File: config.mk
export PLATFORM = sky130hd
export DESIGN_NAME = stream_arb_2to1
export DESIGN_NICKNAME = d
export VERILOG_FILES = /design/src/rtl/stream_arb_2to1.sv
export SDC_FILE = /design/constraint.sdc
export NUM_CORES = 1
export LEC_CHECK = 0
export CAP_MARGIN = 20
export CORE_ASPECT_RATIO = 0.75
export CORE_MARGIN = 10
export CORE_UTILIZATION = 34
export DETAILED_ROUTE_END_ITERATION = 12
export PLACE_DENSITY = 0.71
export SLEW_MARGIN = 10
export SYNTH_ARGS = -nofsm -noshare
export SYNTH_HDL_FRONTEND = slang
export SYNTH_SLANG_ARGS = --single-unit
File: constraint.sdc
create_clock -name clk -period 1.16 [get_ports clk]
set_input_delay 0.174 -clock clk [delete_from_list [all_inputs] [get_ports clk]]
set_output_delay 0.174 -clock clk [all_outputs]
set_load 0.01 [all_outputs]
File: src/rtl/stream_arb_2to1.sv
// Two-input valid/ready arbiter feeding a single registered output stage.
// It selects between A and B with round-robin or fixed priority, and accepts at most one beat per cycle.
module stream_arb_2to1 #(
    parameter int DATA_W = 8,
    parameter bit RR     = 1'b1
) (
    input  logic              clk,
    input  logic              rst_n,
    input  logic [DATA_W-1:0] a_data,
    input  logic              a_valid,
    output logic              a_ready,
    input  logic [DATA_W-1:0] b_data,
    input  logic              b_valid,
    output logic              b_ready,
    output logic [DATA_W-1:0] y_data,
    output logic              y_valid,
    input  logic              y_ready,
    output logic              y_sel
);

    localparam logic [0:0] ST_EMPTY = 1'b0;
    localparam logic [0:0] ST_FULL  = 1'b1;

    logic [0:0]        state_reg, state_next;
    logic [DATA_W-1:0] y_data_reg, y_data_next;
    logic              y_sel_reg, y_sel_next;
    logic              prio_reg, prio_next;
    logic [DATA_W-1:0] mux_data;
    logic              load;
    logic              a_fire;
    logic              b_fire;

    // The register can take a new beat when it is empty or drains this cycle.
    assign load    = (state_reg == ST_EMPTY) | y_ready;
    assign a_ready = load & ~(b_valid & prio_reg);
    assign b_ready = load & ~(a_valid & ~prio_reg);
    assign a_fire  = a_valid & a_ready;
    assign b_fire  = b_valid & b_ready;

    genvar gi;
    generate
        for (gi = 0; gi < DATA_W; gi++) begin : g_mux
            assign mux_data[gi] = b_fire ? b_data[gi] : a_data[gi];
        end
    endgenerate

    always_comb begin
        state_next  = state_reg;
        y_data_next = y_data_reg;
        y_sel_next  = y_sel_reg;
        if (load) begin
            if (a_fire | b_fire) begin
                state_next  = ST_FULL;
                y_data_next = mux_data;
                y_sel_next  = b_fire;
            end else begin
                state_next  = ST_EMPTY;
            end
        end
    end

    // The winner hands the turn to the other side; an idle cycle keeps the turn.
    generate
        if (RR) begin : g_rr
            always_comb begin
                prio_next = prio_reg;
                if (a_fire)
                    prio_next = 1'b1;
                else if (b_fire)
                    prio_next = 1'b0;
            end
        end else begin : g_fixed
            assign prio_next = 1'b0;
        end
    endgenerate

    always_ff @(posedge clk or negedge rst_n) begin
        if (!rst_n) begin
            state_reg  <= ST_EMPTY;
            y_data_reg <= '0;
            y_sel_reg  <= 1'b0;
            prio_reg   <= 1'b0;
        end else begin
            state_reg  <= state_next;
            y_data_reg <= y_data_next;
            y_sel_reg  <= y_sel_next;
            prio_reg   <= prio_next;
        end
    end

    assign y_valid = (state_reg == ST_FULL);
    assign y_data  = y_data_reg;
    assign y_sel   = y_sel_reg;

endmodule

; Yosys cells after proc, flatten, opt, wreduce, memory -nomap -nowiden
; Index checks and enable logic that the tools add are counted.
[word_totals]
n_memories = 0
ram_bits = 0
ff_bits = 11
latch_bits = 0
output_inout_bits = 12
in_bits = 21
mem_bits_ro = 0
[classes]
div = 0
multipliers = 0
n_shift = 0
n_bitwise = 12
n_addsub = 0
order_cmp = 0
reduce_logical = 2
n_mux = 11
eq_ne = 0
[op_table]
columns = op, n
row1 = $mux 1, 11
row2 = $and 1x1->1, 6
row3 = $not 1->1, 4
row4 = $or 1x1->1, 2
row5 = $reduce_and 2->1, 1
row6 = $reduce_bool 2->1, 1

; Logic depth before layout (Yosys ltp)
; Gate-level depths: netlist (run 1).
[logic_depth]
word_depth = 7
mapped_depth = 5
depth_no_buf = 3

; Worst setup path after synthesis (run 1)
; Ideal clock, no wire load.
[synth_timing]
path_kind = register to register
start = register prio_reg
end = register y_data_reg[0], in the netlist y_data[0]
synth_period_minus_slack_ns = 1.280
path_slack_ns = -0.120
path_buffers = 2
arrival_time_ns = 1.179
path_stages_with_launch = 6
path_cell_list = dfrtp_1 -> nand2b_1 -> buf_6 -> and3_4 -> buf_6 -> o311ai_2
[synth_between]
elab_chain_len = 7
[synth_lines]
columns = element, line_no
row1 = "start, declared", 27  ; logic prio_reg, prio_next;
row2 = "start signal, assigned", 87  ; prio_reg <= prio_next;
row3 = $not 1->1, 36  ; assign b_ready = load & ~(a_valid & ~prio_reg);
row4 = $and 1x1->1, 36
row5 = $not 1->1, 36
row6 = $and 1x1->1, 36
row7 = $and 1x1->1, 38  ; assign b_fire = b_valid & b_ready;
row8 = $or 1x1->1, 52  ; if (a_fire | b_fire) begin
row9 = $reduce_and 2->1 (no source line), --
row10 = "end signal, assigned", 85  ; y_data_reg <= y_data_next;
row11 = "end, declared", 25  ; logic [DATA_W-1:0] y_data_reg, y_data_next;
; Several ways; a longest one is shown, not always the timed one.
; A chain may end at the register's enable or synchronous reset.

; Worst setup path in the final report (run 1)
[layout_timing]
start = register state_reg, in the netlist y_valid
end = output port b_ready
[layout_between]
elab_chain_len = 3
[layout_lines]
columns = element, line_no
row1 = "start, declared", 24  ; logic [0:0] state_reg, state_next;
row2 = "start signal, assigned", 84  ; state_reg <= state_next;
row3 = $not 1->1, 34  ; assign load = (state_reg == ST_EMPTY) | y_ready;
row4 = $or 1x1->1, 34
row5 = $and 1x1->1, 36
row6 = "end, declared", 14  ; output logic b_ready,
; Every way passes these cells.

==> impl_metrics.json, run 1 <==
{
  "rows": 13,
  "fp.dieH_um": 57.6,
  "viasPerCell": 5.23,
  "setup_viol": 11,
  "rrSetupSlack_ns": -0.08,
  "skew_ns": 0.00655,
  "synth_nets": 81,
  "drt-pass1-iter-count": 4,
  "globalplace.congestion": 0.815,
  "grt_overflow": 0,
  "grt_pass1_wl_um": 3660,
  "clk_pin_slew_ns": 0.07,
  "p_leak_nw": 0.532,
  "die_area_um2": 4030,
  "critical_path_class": "reg -> out",
  "max_slew_margin": 0.741,
  "io-pin-count": 33,
  "yosysUniqueCellTypes": 18,
  "vias": 690,
  "worstMarginPinSlew_ns": 0.388,
  "critical_path_required_ns": 0.99,
  "cp.depth": 4,
  "syn-cell-area_um2": 639,
  "fin_hold_ws_ns": 0.209,
  "ff2ff_path_depth": 5,
  "clock_sinks": 11,
  "drv_slew": 0,
  "startpoint_type": "flop",
  "drive_gt1_frac": 0.391,
  "critPathArrivalTime_ns": 1.10,
  "violations": "negative setup slack",
  "cts_tree": "done",
  "cts.htree.levels": 1,
  "r2r-start": "y_valid",
  "ys_seq_area_frac": 0.431,
  "cp_num_buf_inv": 2,
  "hold_class": "in -> async",
  "crit_start": "y_valid",
  "grt_max_degree": 12,
  "cts_made_buffers": 3,
  "endpoint": "b_ready",
  "antenna_found_initial": 0,
  "crit_chain": "buf_6 -> nand2b_4 -> and2_4 -> buf_6",
  "finalCriticalPeriod_ns": 1.27,
  "num-fill-cells": 153,
  "totalNegativeSetupSlack_ns": -0.770,
  "antenna_left": 0,
  "crit_fanout": 3,
  "cts_root_buf": "clkbuf_4",
  "clkLatencyLatePin_ns": 0.27,
  "max_stage_delay_ns": 0.41,
  "antenna_cells": 0,
  "hpwl_um": 1610,
  "fin_ws_ns": -0.109,
  "max_freq_ghz": 0.788,
  "hold_viol_final": 0,
  "routed_wl_um": 2280,
  "layout.nets": 132,
  "syn2layout_area_growth_pct": 88.1,
  "status": "complete, but fails checks",
  "dpl.cell_count": 121,
  "rsz0062_at_grt": "yes",
  "wl_per_cell_um": 17.2,
  "stdcell_area_um2": 1200,
  "critPathTopFamily": "flip-flops",
  "fin_util": 0.684,
  "syn_inst": 60,
  "area.sequential_um2": 275,
  "port_buffers": 32,
  "worst_setup_path_end_kind": "primary output",
  "syn_avg_cell_area_um2": 10.7,
  "holdBufCountCts": 0,
  "vdd_ir_drop_max_uv": 952,
  "first_global_vias": 739,
  "path_common_cell": "buf_6",
  "power_density_nw_per_um2": 1090,
  "multi_input_area_um2": 397,
  "placed_area_um2": 1050,
  "largest_reg_flops": 8,
  "power.total_mw": 1.31,
  "dr.first_iter.drc_count": 22,
  "drcViolationCount": 0,
  "reg2reg_to": "y_data[4]",
  "ys_seq_elements": 11,
  "start_util": 0.364,
  "dp_slack_ns": -0.477,
  "core_um2": 1760,
  "yosysWarnings": 0,
  "cp_slowest_cell": "dfrtp_1",
  "stdcell_count": 132,
  "cts_max_path_buffers": 2,
  "fin_crit_sh": 1.09,
  "max_cap_violations": 0,
  "die_width_um": 70.1,
  "grt_usage": 0.112
}
-- report_power, final --
| group | switching [mW] | total, mW | internal, mW | leakage, nW |
|---|---|---|---|---|
| Sequential | 0.0322 | 0.479 | 0.447 | 0.128 |
| Combinational | 0.255 | 0.572 | 0.317 | 0.389 |
| Clock | 0.127 | 0.260 | 0.133 | 0.0150 |
| Total | 0.415 | 1.31 | 0.897 | 0.532 |
-- kinds of logic after synthesis --
logic type,count (synthesis),synth area share
buf+inv,13,0.102
simple gates,15,0.149
flops,11,0.431
compound gates,21,0.319
-- area by class of cell --
cell class,count,area share
sequential,11,0.229
timing repair buffer,49,0.371
tap,22,0.0229
inverter,8,0.0250
multi-input combinational,38,0.330
clock buffer,4,0.0219
-- what timing repair did --
| item | in CTS | in global routing |
|---|---|---|
| setup endpoints to repair | 21 | 12 |
| pin swaps | 4 | 6 |
| gates cloned | 2 | 0 |
| resized for setup | 41 | 10 |
| buffers inserted | 4 | 1 |
-- layer usage --
layer / GRT usage / share of wire / vias to the layer above
met2: 0.185 / 0.43 / 35
met4: 0 / 0.0062 / 0
met1: 0.129 / 0.47 / 319
li1: - / - / 332
met3: 0.0674 / 0.090 / 4
met5: 0 / 0 / -
-- placed cells by master, fill, tap and decap left out, drive strengths merged --
master         count
buf               20
clkdlybuf4s50     17
dlygate4sd2       12
dfrtp             11
o21ai             10
inv                8
nand4              8
o311ai             8
clkbuf             4
nand2b             2
a21oi              2
and3               2
and2               1
nor2b              1
nor2               1
nand2              1
a21o               1
a31oi              1
-- worst min path at each step --
stage | end | cells after the start
2_1_floorplan | prio_reg | 0
3_3_place_gp | y_sel | 1
3_5_place_dp | y_sel | 1
4_1_cts | prio_reg | 2
5_1_grt | y_data[7] | 2
6_report | y_data[5] | 2
-- cells in the mapped netlist (all sizes together) --
| cell | n | area [um2] |
|---|---|---|
| dfrtp | 11 | 275 |
| o21ai | 9 | 48.8 |
| inv | 8 | 30.0 |
| nand4 | 8 | 50.1 |
| o311ai | 8 | 130 |
| buf | 3 | 27.5 |
| a21oi | 2 | 10.0 |
| clkbuf | 2 | 7.51 |
| nand2b | 2 | 12.5 |
| a21o | 1 | 8.76 |
| a31oi | 1 | 6.26 |
| and2 | 1 | 7.51 |
| and3 | 1 | 11.3 |
| nand2 | 1 | 3.75 |
| nor2 | 1 | 3.75 |
| nor2b | 1 | 6.26 |
Note: power is estimated with default switching activity, not from simulation.
==> run 2, diff against run 1 <==
--- a/config.mk
+++ b/config.mk
@@ -10,8 +10,8 @@
 export CORE_MARGIN = 10
 export CORE_UTILIZATION = 34
 export DETAILED_ROUTE_END_ITERATION = 12
+export MAX_ROUTING_LAYER = met4
 export PLACE_DENSITY = 0.71
-export SLEW_MARGIN = 10
 export SYNTH_ARGS = -nofsm -noshare
 export SYNTH_HDL_FRONTEND = slang
 export SYNTH_SLANG_ARGS = --single-unit
==> run 2 against run 1 <==
The flow still finishes with violations (negative setup slack). Die area unchanged. Final cell count unchanged. Power about the same. Register-to-register slack about the same. Maximum frequency decreased by 0.10%. Routed wire length unchanged. Count of clock-buffer cells in the layout unchanged. Sequential cell count unchanged. First-iteration DRC count increased by 4.5%. Sequential share of layout area unchanged. Critical endpoint unchanged. Highest routed layer unchanged.
==> impl_metrics.json, run 2 (synthesis results as in run 1) <==
{
  "cts_max_path_buffers": 2,
  "max_freq_ghz": 0.787,
  "grt_usage": 0.115,
  "critPathTopFamily": "flip-flops",
  "totalNegativeSetupSlack_ns": -0.785,
  "globalplace.congestion": 0.827,
  "core_um2": 1760,
  "ff2ff_path_depth": 5,
  "final_common_cell": "clkdlybuf4s50_1",
  "hpwl_um": 1610,
  "violations": "negative setup slack",
  "drv_slew": 0,
  "critical_path_class": "reg -> out",
  "crit_fanout": 3,
  "power.total_mw": 1.31,
  "syn2layout_area_growth_pct": 88.1,
  "fp.dieH_um": 57.6,
  "dr.first_iter.drc_count": 23,
  "power_density_nw_per_um2": 1090,
  "largest_reg_flops": 8,
  "area.sequential_um2": 275,
  "rows": 13,
  "status": "complete, but fails checks",
  "grt_overflow": 0,
  "skew_ns": 0.00652,
  "cts_made_buffers": 3,
  "path_common_cell": "buf_6",
  "drt-pass1-iter-count": 4,
  "die_width_um": 70.1,
  "cp_slowest_cell": "dfrtp_1",
  "vdd_ir_drop_max_uv": 952,
  "critical_path_required_ns": 0.99,
  "clk_pin_slew_ns": 0.07,
  "die_area_um2": 4030,
  "p_leak_nw": 0.532,
  "fin_ws_ns": -0.111,
  "max_slew_margin": 0.741,
  "grt_max_degree": 12,
  "viasPerCell": 5.23,
  "multi_input_area_um2": 397,
  "drive_gt1_frac": 0.391,
  "dpl.cell_count": 121,
  "wl_per_cell_um": 17.2,
  "num-fill-cells": 153,
  "dp_slack_ns": -0.477,
  "grt_pass1_wl_um": 3660,
  "routed_wl_um": 2280,
  "start_util": 0.364,
  "crit_chain": "buf_6 -> nand2b_4 -> and2_4 -> buf_6",
  "setup_viol": 11,
  "cp_num_buf_inv": 2,
  "first_global_vias": 740,
  "antenna_found_initial": 0,
  "cts.htree.levels": 1,
  "cp.depth": 4,
  "clkLatencyLatePin_ns": 0.27,
  "cts_tree": "done",
  "hold_class": "in -> async",
  "port_buffers": 32,
  "max_stage_delay_ns": 0.41,
  "startpoint_type": "flop",
  "rsz0062_at_grt": "yes",
  "io-pin-count": 33,
  "finalCriticalPeriod_ns": 1.27,
  "hold_viol_final": 0,
  "worst_setup_path_end_kind": "primary output",
  "stdcell_area_um2": 1200,
  "antenna_left": 0,
  "vias": 691,
  "rrSetupSlack_ns": -0.08,
  "reg2reg_to": "y_data[0]",
  "r2r-start": "y_valid",
  "fin_util": 0.684,
  "fin_hold_ws_ns": 0.209,
  "drcViolationCount": 0,
  "clock_sinks": 11,
  "max_cap_violations": 0,
  "stdcell_count": 132,
  "final_cell_mix": "17 x clkdlybuf4s50_1, 12 x dlygate4sd2_1, 11 x buf_4, 11 x dfrtp_1",
  "cts_root_buf": "clkbuf_4",
  "worstMarginPinSlew_ns": 0.388,
  "critPathArrivalTime_ns": 1.10,
  "antenna_cells": 0,
  "fin_crit_sh": 1.10,
  "placed_area_um2": 1050,
  "layout.nets": 132
}
run 2: power breakdown:
part	internal, mW	switching (mW)
sequential	0.447	0.0322
clock	0.133	0.127
combinational	0.317	0.255
run 2: worst max-delay path by stage:
stage	start	to	slack, ns
floorplan	prio_reg	y_data[0]	-0.1
global placement	y_ready	b_ready	-0.47
detailed placement	y_ready	b_ready	-0.48
CTS	y_valid	a_ready	-0.12
global route	y_valid	b_ready	-0.15
finish	y_valid	b_ready	-0.11
run 2: layout make-up:
cell class	instances	share of cell area
multi-input cells	38	0.330
clock buffers	4	0.0219
flip-flops and latches	11	0.229
well taps	22	0.0229
repair buffers	49	0.371
inverters	8	0.0250
run 2: what timing repair did:
| item | 4_1_cts | 5_1_grt |
|---|---|---|
| cloned | 2 | 0 |
| hold endpoints to repair | 0 | 0 |
| pin swaps | 4 | 6 |
| hold buffers | 0 | 0 |
| setup endpoints to repair | 21 | 12 |
| gates resized for setup | 41 | 10 |
| buffers inserted | 4 | 1 |
run 2: worst register-to-register path, stage by stage (launching register included):
cell      delay (ns)
dfrtp_1         0.39
buf_6           0.12
nand2b_4        0.05
buf_6           0.14
and3_4          0.20
o311ai_4        0.26
run 2: layer usage:
layer / vias up / routed length, um / share of wire / global-route usage
li1: 332 / - / - / -
met3: 4 / 191 / 0.084 / 0.0639
met5: - / 0 / 0 / -
met4: 0 / 14 / 0.0062 / 0
met2: 35 / 979 / 0.43 / 0.185
met1: 320 / 1090 / 0.48 / 0.131
